`src/rtl/fp32_mul_pkg.sv`:
```
// fp32_mul_pkg: shared types and constants for the FP32 multiplier pack stage.
package fp32_mul_pkg;
  typedef enum logic [1:0] {FP_ZERO, FP_NORM, FP_INF, FP_NAN} fp_class_e;
  localparam logic [7:0]  EXP_MAX   = 8'hFF;
  localparam logic [31:0] FP32_QNAN = 32'h7FC00000;
  typedef struct packed {
    logic       sign;
    fp_class_e  a_cls;
    fp_class_e  b_cls;
    logic [9:0] e;
    logic [22:0] frac;
  } s1_t;
endpackage

```
`src/rtl/fp32_classify.sv`:
```
// fp32_classify: maps a raw exponent and fraction-nonzero flag to an operand class.
module fp32_classify
  import fp32_mul_pkg::*;
(
  input  logic [7:0] exp_raw,
  input  logic       frac_nz,
  output fp_class_e  cls
);
  always_comb cls = (exp_raw == 8'd0) ? FP_ZERO :
                    (exp_raw == EXP_MAX) ? (frac_nz ? FP_NAN : FP_INF) : FP_NORM;
endmodule

```
`src/rtl/fp32_mul_pack.sv`:
```
// fp32_mul_pack: two-stage pack of the FP32 product with specials, handshake and sticky flags.
module fp32_mul_pack
  import fp32_mul_pkg::*;
#(
  parameter int          EXP_BIAS = 127,
  parameter logic [31:0] QNAN     = FP32_QNAN
) (
  input  logic        clk,
  input  logic        rst,
  input  logic        in_valid,
  output logic        in_ready,
  input  logic        a_sign,
  input  logic        b_sign,
  input  logic [7:0]  a_exp,
  input  logic [7:0]  b_exp,
  input  logic        a_frac_nz,
  input  logic        b_frac_nz,
  input  logic [23:0] man_rounded,
  input  logic        exponent_add,
  input  logic        exp_add_from_rnd,
  output logic        out_valid,
  input  logic        out_ready,
  output logic [31:0] result,
  output logic        flag_ovf,
  output logic        flag_unf,
  output logic        flag_inv,
  input  logic        flags_clr
);
  fp_class_e a_cls, b_cls;
  s1_t s1_new, s1_d, s1_q;
  logic s1_valid_d, s1_valid_q, s2_valid_d, s2_valid_q;
  logic [31:0] result_d, result_q, pack;
  logic [2:0] ev_d, ev_q, pev, flags_d, flags_q;
  logic s1_adv, fire, nan_c, inf_c, zero_c, ovf_c, unf_c;
  logic signed [9:0] e_s;

  fp32_classify u_cls_a (.exp_raw(a_exp), .frac_nz(a_frac_nz), .cls(a_cls));
  fp32_classify u_cls_b (.exp_raw(b_exp), .frac_nz(b_frac_nz), .cls(b_cls));

  // Exponent sum kept 10-bit two's complement so 255+255 cannot wrap.
  always_comb begin
    s1_adv        = !s2_valid_q || out_ready;
    in_ready      = !s1_valid_q || s1_adv;
    fire          = s2_valid_q && out_ready;
    s1_new.sign   = a_sign ^ b_sign;
    s1_new.a_cls  = a_cls;
    s1_new.b_cls  = b_cls;
    s1_new.e      = {2'b0, a_exp} + {2'b0, b_exp} - 10'(EXP_BIAS)
                  + {9'b0, exponent_add} + {9'b0, exp_add_from_rnd};
    s1_new.frac   = exp_add_from_rnd ? 23'd0 : man_rounded[22:0];
    s1_valid_d    = in_ready ? in_valid : s1_valid_q;
    s1_d          = (in_ready && in_valid) ? s1_new : s1_q;
    e_s           = s1_q.e;
    nan_c  = s1_q.a_cls == FP_NAN || s1_q.b_cls == FP_NAN ||
             (s1_q.a_cls == FP_INF && s1_q.b_cls == FP_ZERO) ||
             (s1_q.a_cls == FP_ZERO && s1_q.b_cls == FP_INF);
    inf_c  = s1_q.a_cls == FP_INF || s1_q.b_cls == FP_INF;
    zero_c = s1_q.a_cls == FP_ZERO || s1_q.b_cls == FP_ZERO;
    ovf_c  = e_s >= 10'sd255;
    unf_c  = e_s <= 10'sd0;
    pack   = nan_c  ? QNAN :
             inf_c  ? {s1_q.sign, EXP_MAX, 23'd0} :
             zero_c ? {s1_q.sign, 31'd0} :
             ovf_c  ? {s1_q.sign, EXP_MAX, 23'd0} :
             unf_c  ? {s1_q.sign, 31'd0} :
                      {s1_q.sign, s1_q.e[7:0], s1_q.frac};
    pev    = nan_c ? 3'b001 : (inf_c || zero_c) ? 3'b000 :
             ovf_c ? 3'b100 : unf_c ? 3'b010 : 3'b000;
    s2_valid_d = s1_adv ? s1_valid_q : s2_valid_q;
    result_d   = (s1_adv && s1_valid_q) ? pack : result_q;
    ev_d       = (s1_adv && s1_valid_q) ? pev : ev_q;
    flags_d    = (flags_q & {3{!flags_clr}}) | (fire ? ev_q : 3'b000);
  end

  always_ff @(posedge clk or posedge rst) begin
    if (rst) begin
      s1_valid_q <= 1'b0;
      s2_valid_q <= 1'b0;
      s1_q       <= '0;
      result_q   <= '0;
      ev_q       <= '0;
      flags_q    <= '0;
    end else begin
      s1_valid_q <= s1_valid_d;
      s2_valid_q <= s2_valid_d;
      s1_q       <= s1_d;
      result_q   <= result_d;
      ev_q       <= ev_d;
      flags_q    <= flags_d;
    end
  end

  assign out_valid = s2_valid_q;
  assign result    = result_q;
  assign {flag_ovf, flag_unf, flag_inv} = flags_q;
endmodule

```
`config.mk`:
```
export PLATFORM = sky130hd
export DESIGN_NAME = fp32_mul_pack
export DESIGN_NICKNAME = d
export VERILOG_FILES = /design/src/rtl/fp32_mul_pkg.sv /design/src/rtl/fp32_classify.sv /design/src/rtl/fp32_mul_pack.sv
export SDC_FILE = /design/constraint.sdc
export NUM_CORES = 1
export LEC_CHECK = 0
export CAP_MARGIN = 5
export CORE_MARGIN = 4
export CORE_UTILIZATION = 45
export DETAILED_ROUTE_END_ITERATION = 16
export PLACE_DENSITY = 0.84
export RECOVER_POWER = 25
export SKIP_LAST_GASP = 1
export SYNTH_ARGS = -nofsm -noshare
export SYNTH_HDL_FRONTEND = slang
export SYNTH_HIERARCHICAL = 1
export SYNTH_SLANG_ARGS = --single-unit
```
`constraint.sdc`:
```
create_clock -name clk -period 3.53 [get_ports clk]
set_clock_uncertainty 0.15 [all_clocks]
set_input_delay 0.706 -clock clk [delete_from_list [all_inputs] [get_ports clk]]
set_output_delay 0.706 -clock clk [all_outputs]
set_load 0.02 [all_outputs]
```
==> impl_metrics.ini <==
[setup_path]
critPathMaxFanout = 5
reg2reg_from = out_valid
critPathLaunchType = input pin
max_stage_delay_ns = 0.59
worstSetupEndpointType = primary output
worstPathCellList = dlygate4sd3_1 > nand2b_1 > or2_2 > clkdlybuf4s50_1
r2r_cells = 6
critPathKind = input pin to primary output
crit_arrival_ns = 2.40
crit_required_ns = 2.67
rr_endpoint = s1_q[37]
reg2reg_slack_ns = 1.46
critical_path_buf_inv_count = 2
slowest_stage = dlygate4sd3_1
crit_family = buffers and inverters

[floorplan]
core_um2 = 7810
fp.dieH_um = 98.0
ios = 88
dieArea_um2 = 9610
die_x_um = 98.0
num_rows = 32
initial_core_util = 0.467

[synthesis]
muxShareOfSynthArea = 0.0154
synth_top_family_by_area = compound AO/OA/AOI/OAI gates
syn_inst = 351
synth_compound_area_frac = 0.177
async_flop_share = 1.00
synthMostInstantiatedCell = dfrtp_1
synth_edf_count = 0
synth_common_cells = dfrtp_1, o21ai_0, nand2_1, nand2b_1, a22o_1
synthSimpleGateAreaFrac = 0.160
yosysUniqueCellTypes = 42
synth_top_cell_by_area = dfrtp_1
synth_ff_type = dfrtp_1
synth_fa_ha_area_frac = 0.0624
ys_warn_count = 6
postSynthAreaPerCell_um2 = 10.4
synth.top_cell.area_share = 0.535
synth_area_leaders = dfrtp_1, o21ai_0, a22o_1
synth_nets = 419
synth_xor_xnor_area_share = 0.0120
ys_ff_latch = 78
syn-cell-area_um2 = 3650
ys_seq_area_frac = 0.535

[power]
p_clk_frac = 0.268
power_frac_comb = 0.275
power_density_nw_per_um2 = 522
p_sw_frac = 0.318
ir_drop_mv = 0.180
power_leakage_uw = 0.00211
p_seq_frac = 0.457
p_int_uw = 1710
p_switching_uw = 797

[timing]
hold_violations = 0
period_share = 0.922
fin_crit_ns = 3.25
tns_ns = 0
fmax_mhz = 307
rsz0062_at_grt = false
setup_viol = 0
maxSlewHeadroom = 0.168
layout_setup_ws_ns = 0.276
worst_pin_slew_ns = 1.25
drv_slew = 0

[drt]
ant_nets = 0
via_per_inst = 5.37
routed_wirelength_um = 8330
wl_per_cell_um = 15.3
wl_met1_um = 3580
route.met2.wl_um = 4240
firstDrtPassIters = 6
via_count = 2930
routed.top_layer = met4
met3WireLength_um = 356
remaining_drc_errors = 0
drt_iter0_drc = 98

[global_route]
grt_pass1_wl_um = 14200
grt_overflow_total = 0
first_global_vias = 3042
antenna_found_initial = 0
grt_max_degree = 34
grtUsageTotal = 0.182

[outcome]
status = finished clean

[clocking]
cts_resized = 0
h-tree-depth = 3
postCtsHoldBufs = 0
clkLatencyLatePin_ns = 0.36
clk_path_buf_depth = 2
cts_inserted_buffers = 9
cts_sinks = 78
cts-root-buf = clkbuf_8
clkTransAtPathRegs_ns = 0.08
post_cts_buffers = 0
cts_tree = yes

[final_layout]
antenna_cells = 0
final_area_um2 = 4790
drive_gt1_frac = 0.0698
fin_nets = 507
synthToLayoutAreaGrowth_pct = 31.4

[placement]
place_area_um2 = 4620
place.gp.congestion = 0.861
port_buffers = 86
pre_cts_ws_ns = 0.104
hpwl_um = 6280

[hold_path]
holdPathStages = 2
hold_class = flip-flop to flip-flop
holdPathEnd = s1_q[14]
hp-start = s1_q[14]

[job]
drv_cap = 0
## power groups by stage
stage / clock network, uW / registers [uW] / logic, uW
after CTS: 684 / 1140 / 702
after floorplan: 0 / 1240 / 302
after detailed placement: 0 / 1160 / 697
after global placement: 0 / 1150 / 679
final: 671 / 1140 / 689
after global routing: 722 / 1160 / 756
## area by class of cell
cell class	count	area, um2
Multi-Input combinational cell	242	1550
Timing Repair Buffer	92	903
Clock buffer	10	128
Tap cell	102	128
Inverter	16	60.1
Fill cell	670	3010
Clock inverter	6	70.1
Sequential cell	78	1950
## cell usage in the layout, fill, tap and decap left out, types with 3 or more instances in the layout
| cell | n |
|---|---|
| clkinvlp_4 | 3 |
| o21a_1 | 4 |
| xor2_1 | 4 |
| o21ai_0 | 47 |
| nand4_1 | 7 |
| nand3_1 | 5 |
| nand2_1 | 37 |
| nor4_1 | 5 |
| nor3_1 | 5 |
| buf_4 | 5 |
| clkbuf_8 | 9 |
| mux2_2 | 5 |
| dfrtp_1 | 78 |
| ha_1 | 15 |
| clkdlybuf4s50_1 | 84 |
| a22o_1 | 22 |
| nor2_1 | 18 |
| a21oi_1 | 15 |
| inv_1 | 16 |
| nand2b_1 | 26 |
## how the worst max path moves through the flow
stage / from / end / slack, ns / cells after the start
6_report: out_ready / in_ready / 0.28 / 4
5_1_grt: out_ready / in_ready / 0.22 / 4
4_1_cts: out_ready / in_ready / 0.45 / 4
3_5_place_dp: a_exp[0] / e_s[6] / 0.10 / 12
3_3_place_gp: a_exp[0] / e_s[6] / 0.19 / 12
2_1_floorplan: rst / e_s[0] / 0.68 / 1
## worst reg2reg max path: stages (launching register included)
cell      delay, ns
dfrtp_1        0.41
nand2b_1       0.14
or2_2          0.33
nand2_2        0.39
buf_4          0.34
nor2_1         0.09
a21oi_1        0.15
## logic make-up after synthesis
logic type,count (synthesis)
simple gates,112
compound gates,103
flops,78
buf+inv,31
fa+ha+maj,17
xor+xnor,5
mux,5
## metrics by stage
| step | hold WS (ns) | instances | total power (uW) | utilization |
|---|---|---|---|---|
| floorplan | 0.300 | 351 | 1540 | - |
| global placement | 0.312 | 530 | 1830 | 0.592 |
| detailed placement | 0.321 | 530 | 1860 | 0.592 |
| CTS | 0.341 | 546 | 2530 | 0.617 |
| global route | 0.358 | 546 | 2640 | 0.614 |
| finish | 0.341 | 546 | 2500 | 0.614 |
## per-layer routing
metal / vias up / GRT usage
li1: 1417 / -
met1: 1418 / 0.226
met2: 82 / 0.316
met3: 13 / 0.0243
met4: 0 / 0.0852
met5: - / 0
## state kept, by name, summed over array words and instances (netlist names)
register,flops
out_valid,1
ev_q,3
s1_valid_q,1
result,32
flags_q,3
e_s,10
s1_q,28
Note: power is estimated with default switching activity, not from simulation.
